$ cat config.mk
export PLATFORM = sky130hd
export DESIGN_NAME = dffr_fifo
export DESIGN_NICKNAME = d
export VERILOG_FILES = /design/src/rtl/rv523_pkg.sv /design/src/rtl/dffr.sv /design/src/rtl/dffr_fifo.sv
export SDC_FILE = /design/constraint.sdc
export NUM_CORES = 1
export LEC_CHECK = 0
export CORE_ASPECT_RATIO = 0.7
export CORE_UTILIZATION = 50
export DETAILED_ROUTE_END_ITERATION = 8
export GPL_TIMING_DRIVEN = 1
export PLACE_DENSITY = 0.74
export SYNTH_ARGS = -nofsm -noshare
export SYNTH_HDL_FRONTEND = slang
export SYNTH_SLANG_ARGS = --single-unit
$ cat constraint.sdc
create_clock -name CLK -period 3.9 [get_ports CLK]
set_input_delay 0.78 -clock CLK [delete_from_list [all_inputs] [get_ports CLK]]
set_output_delay 0.78 -clock CLK [all_outputs]
set_load 0.05 [all_outputs]
$ cat src/rtl/rv523_pkg.sv
// Shared definitions for the RV523 discrete-cell datapath blocks.
// Latency: n/a (types, constants and elaboration-time helpers only).
// Backpressure: n/a.
package rv523_pkg;

    // Value a dffr cell powers up to and returns to on nRST, per bit.
    localparam logic DFFR_RESET_BIT = 1'b0;

    // Ceiling log2, usable in parameter expressions; clog2(1) = 0.
    function automatic int clog2(input int value);
        int result;
        int v;
        result = 0;
        v      = value - 1;
        while (v > 0) begin
            result = result + 1;
            v      = v >> 1;
        end
        return result;
    endfunction

    // Queue pointer width: index bits plus one wrap bit that tells
    // full apart from empty when the index bits match.
    function automatic int ptr_width(input int depth);
        return clog2(depth) + 1;
    endfunction

endpackage

$ cat src/rtl/dffr.sv
// Width-parametrised rising-edge register, async active-low clear, load enable.
// Latency: D captured at the rising CLK edge with EN=1, visible on Q right after.
// Backpressure: none; EN=0 holds the stored value indefinitely.
module dffr
    import rv523_pkg::*;
#(
    parameter int               WIDTH     = 1,
    parameter logic [WIDTH-1:0] RESET_VAL = {WIDTH{DFFR_RESET_BIT}}
) (
    input  logic             CLK,
    input  logic             nRST,
    input  logic             EN,
    input  logic [WIDTH-1:0] D,
    output logic [WIDTH-1:0] Q
);

    // The library cell builds this from a master latch open on CLK low and a
    // slave latch open on CLK high; the pair behaves as one edge-triggered
    // register, which is what is described here. nRST clears both halves
    // without waiting for a clock.
    always_ff @(posedge CLK or negedge nRST) begin
        if (!nRST) begin
            Q <= RESET_VAL;
        end else if (EN) begin
            Q <= D;
        end
    end

endmodule

$ cat src/rtl/dffr_fifo.sv
// Synchronous valid/ready FIFO on dffr storage rows and wrap-bit pointers.
// Latency: a word pushed at edge N is on OUT_DATA with OUT_VALID=1 after edge N.
// Backpressure: IN_READY = !full from registered pointers only; no OUT_READY bypass.
module dffr_fifo
    import rv523_pkg::*;
#(
    parameter int WIDTH = 8,
    parameter int DEPTH = 4,
    parameter int CW    = ptr_width(DEPTH)
) (
    input  logic             CLK,
    input  logic             nRST,
    input  logic [WIDTH-1:0] IN_DATA,
    input  logic             IN_VALID,
    output logic             IN_READY,
    output logic [WIDTH-1:0] OUT_DATA,
    output logic             OUT_VALID,
    input  logic             OUT_READY,
    input  logic             FLUSH,
    output logic [CW-1:0]    COUNT
);

    // Index bits address a row; the bit above them is the wrap flag.
    localparam int AW = clog2(DEPTH);

    logic [CW-1:0]    wp;
    logic [CW-1:0]    rp;
    logic [CW-1:0]    wp_d;
    logic [CW-1:0]    rp_d;
    logic             wp_en;
    logic             rp_en;
    logic [AW-1:0]    wp_idx;
    logic [AW-1:0]    rp_idx;
    logic             full;
    logic             empty;
    logic             push;
    logic             pop;
    logic [DEPTH-1:0] row_we;
    logic [WIDTH-1:0] mem_q [DEPTH];

    assign wp_idx = wp[AW-1:0];
    assign rp_idx = rp[AW-1:0];

    // Status decodes look at the registered pointers only, so IN_READY,
    // OUT_VALID and COUNT never depend combinationally on any input.
    always_comb begin
        empty     = (wp == rp);
        full      = (wp_idx == rp_idx) && (wp[AW] != rp[AW]);
        IN_READY  = !full;
        OUT_VALID = !empty;
        COUNT     = wp - rp;
    end

    // Handshakes; FLUSH wins over both when the pointers are updated.
    always_comb begin
        push = IN_VALID & IN_READY;
        pop  = OUT_VALID & OUT_READY;
    end

    // Next-pointer logic: increment on a handshake, return to zero on FLUSH.
    // Pointers wrap naturally at 2*DEPTH through the CW-bit add.
    always_comb begin
        wp_en = push | FLUSH;
        rp_en = pop  | FLUSH;
        wp_d  = FLUSH ? '0 : wp + CW'(1);
        rp_d  = FLUSH ? '0 : rp + CW'(1);
    end

    dffr #(
        .WIDTH (CW)
    ) u_wp (
        .CLK  (CLK),
        .nRST (nRST),
        .EN   (wp_en),
        .D    (wp_d),
        .Q    (wp)
    );

    dffr #(
        .WIDTH (CW)
    ) u_rp (
        .CLK  (CLK),
        .nRST (nRST),
        .EN   (rp_en),
        .D    (rp_d),
        .Q    (rp)
    );

    // Write decoder: one-hot row enable at the write index. A flushed push
    // writes nothing, so the dropped word never reaches storage.
    always_comb begin
        row_we = '0;
        if (push && !FLUSH) begin
            row_we[wp_idx] = 1'b1;
        end
    end

    // Storage rows; they are cleared by nRST but deliberately not by FLUSH,
    // because stale rows are unreachable once the pointers are zeroed.
    for (genvar row = 0; row < DEPTH; row++) begin : g_row
        dffr #(
            .WIDTH (WIDTH)
        ) u_row (
            .CLK  (CLK),
            .nRST (nRST),
            .EN   (row_we[row]),
            .D    (IN_DATA),
            .Q    (mem_q[row])
        );
    end

    // Read mux selected by the registered read index; the head word is held
    // stable until a pop advances rp.
    assign OUT_DATA = mem_q[rp_idx];

endmodule

==> parameters.txt, run 1 <==
Parameter                              Value

Floorplanning
  Die Span Y    54.1 um
  Ports    26
  Initial Util    0.535
  Horizontal extent of the die    76.4 um
  Core Area    3630 um^2
  Site Rows    18
  Die Area    approximately 4100 um^2

Clocking
  Clock Sink Count    38
  Skew-Pair Late Insertion Delay    about 300 ps
  TritonCTS clock tree    yes
  Cell chosen for the clock root    clkbuf_8
  Num CTS Buffers    5
  Number of gates resized after CTS    0
  Number of H-tree branching levels    2
  Clock edge transition at the registers on the reported setup and hold paths    70 ps
  Post-CTS Hold Fix Bufs    0
  Maximum number of buffers from clock root to sink    2
  Post-CTS Setup Inserts    0

Setup path
  Max FO, Critical Path    11
  Arrival time at the worst endpoint    2840 ps
  Master of the slowest instance on the critical path    clkdlybuf4s50_1
  Worst reg2reg path startpoint    u_rp.Q[1]$_DFFE_PN0P_
  Slack of the worst reg-to-reg path    between 1000 and 1500 ps
  First element of the critical path    u_rp.Q[1]$_DFFE_PN0P_
  Type of the worst setup path    register to output port
  Critical path endpoint category    output port
  CP startpoint kind    register
  Critical Path, Cell by Cell    inv_1, ha_1, and2_1, nand2_1, clkdlybuf4s50_1
  Capturing point of the worst reg2reg path    g_row[0].u_row.Q[6]$_DFFE_PN0P_
  Delay of the slowest critical-path stage    between 700 and 800 ps
  Endpoint required time on the critical path    3120 ps
  Number of cells on the worst reg-to-reg path    5

Timing
  Final-report hold violation count    0
  Final sum of negative setup slack    0 ps
  Clock period minus final worst setup slack    roughly 3600 ps
  Highest achievable clock rate    277 MHz
  Number of setup violations in the final report    0
  Final period util    0.927
  Worst slew margin relative to its limit    0.626
  Unrepaired setup endpoints after global routing    no
  Tightest Pin Transition    roughly 560 ps
  Maximum clock skew at final layout    between 4 and 5 ps
  Final-layout worst hold slack    just over 500 ps
  Final-report max-slew violation count    0
  Worst Slack Setup Final    approximately 280 ps

Final layout
  Share of layout cells above drive strength 1    0.344
  Utilization after layout    0.643
  Diode insertion count for antenna repair    0
  Net count of the finished layout    185
  Area added between synthesis and finish    20.1%
  Layout filler cell count    265
  Total non-filler cell area in the finished layout    around 2300 um^2

Global routing
  Met3 Use GR    0.0458
  Overflow left after global routing    0
  Met1 Resource Use GR    0.272
  Global-route usage over all layers    0.217
  First-pass GRT wire length    6330 um
  Number of global-route vias before repair    1307
  Routing layer with the top usage in global route    met2
  Largest net degree at the start of global routing    39
  Antenna violations before repair    0
  Met2 Track Usage GR    0.362

Synth
  Syn_nets    155
  Number of enable flip-flop cells after synthesis    0
  Most area-hungry cell type in the Yosys netlist    dfrtp_1
  Register area share after synthesis    0.490
  Cell types with the largest area share after synthesis    dfrtp_1, mux2_2, mux4_2
  Synth unique cells    28
  Post-Syn Area    1940 um^2
  Main synth FF type    dfrtp_1
  FF+latch count, synth    38
  Share of async-settable or async-resettable flops after synthesis    1.00
  Area share of the leading cell type in the synthesized netlist    0.490
  Mean instance size in the synthesized netlist    14.5 um^2
  Warnings, synthesis    0
  Post-synthesis cell count    ~130

Placement
  Setup slack at placement    618 ps
  Detailed placer's ending HPWL    2650 um
  Count of port buffers added during placement    25
  Global placement routability congestion    0.767
  Placed Instance Area    2250 um^2

Routing
  Routed Antenna Nets    0
  Detailed-route wire length    3890 um
  Drc violations    0
  Vias after detailed routing    around 1200
  Initial drt markers    64
  TritonRoute pass-1 iters    4
  DR vias/cell    5.75
  Average wire length per cell after detail routing    18.2 um

Min path
  Hold Startpoint    g_row[2].u_row.Q[7]$_DFFE_PN0P_
  Hold path cells    1
  Class of the tightest hold or removal check    register to register
  Hold Path Sink    g_row[2].u_row.Q[7]$_DFFE_PN0P_

Pwr
  Worst supply voltage drop on vdd    0.378 mV
  Switching share of total power    0.391
  Psw    0.639 mW
  Internal Dissipation    0.994 mW
  P_leak    roughly 1.0 nW
  Power share of the combinational group    0.470
  Clock network fraction of design power    0.166
  Power Dens Cells    701 nW/um^2
  Part of the power in registers    0.364

Status
  Run status    finished clean

Job
  Max-capacitance violation count    0
metal layers:
metal,vias up,routed length (um)
li1,549,-
met1,637,1820
met2,31,1870
met3,8,125
met4,0,73
met5,-,0
state kept, by name, indices dropped and copies added (netlist names):
name           flops
g_row.u_row.Q     32
u_rp.Q             3
u_wp.Q             3
cells in the final DEF (no fill, tap or decap), types with 2 or more instances in the layout:
master           Yosys  final
dfrtp_1             38     38
mux2_2              34     34
clkdlybuf4s50_1      0     25
inv_1                8      8
mux4_2               8      8
ha_1                 7      7
clkbuf_8             0      6
nand2_1              5      5
nand3b_1             4      4
a21oi_4              3      3
nor2_1               3      3
buf_4                2      3
xor2_1               2      2
a211o_1              2      2
o311ai_1             2      2
final cells by class:
type,instances,area [um^2],share of cell area
Inverter,8,30.0,0.0129
Timing Repair Buffer,28,273,0.117
Tap cell,50,62.6,0.0269
Multi-Input combinational cell,83,931,0.400
Clock buffer,6,82.6,0.0354
Sequential cell,38,951,0.408
kinds of logic after synthesis:
logic type,count (synthesis),share of synthesized area
adders and majority gates,8,0.0555
muxes,43,0.295
AOI/OAI and AO/OA,14,0.0742
xor gates and xnor gates,2,0.00903
DFF,38,0.490
buffers and inverters,13,0.0297
and+or+nand+nor,16,0.0458
per-stage QoR:
step	power (mW)	std cells
finish	1.63	213
detailed placement	1.37	207
global route	1.71	213
floorplan	1.16	134
CTS	1.64	213
global placement	1.34	207
worst max path at each step:
stage,to,cells after the start
final,IN_READY,5
after global routing,IN_READY,5
after CTS,IN_READY,5
after detailed placement,OUT_VALID,5
after global placement,OUT_VALID,5
after floorplan,OUT_VALID,6
synth_stat cells (all sizes together) (2+ instances only):
cell    count
buf         3
nor2        3
a211o       2
nand2       5
a21oi       4
o311ai      2
nand3b      4
clkbuf      2
mux2       34
mux4        8
dfrtp      38
xor2        2
ha          7
inv         8
power by group through the flow:
stage	combinational, mW	sequential [mW]	clock, mW
final	0.767	0.595	0.271
after global routing	0.805	0.615	0.293
after CTS	0.770	0.595	0.278
after detailed placement	0.769	0.602	0
after global placement	0.749	0.593	0
after floorplan	0.583	0.576	0
worst max-delay path, delay by kind of cell (launching register included):
family,cells,cell delay (ps)
buffers and inverters,2,870
DFF,1,690
and+or+nand+nor,2,650
adders and majority gates,1,330
(Power assumes the default switching activity.)
==> inputs of run 2 (changes only) <==
Settings changed: CTS_CLUSTER_SIZE set to 10, SLEW_MARGIN set to 20.
==> results of run 2 <==
The final DEF is identical to that of run 1; final timing and power are the same.
==> inputs of run 3 (changes only) <==
Settings changed: CAP_MARGIN set to 20.
==> results of run 3 <==
The final DEF is identical to that of run 1; final timing and power are the same.
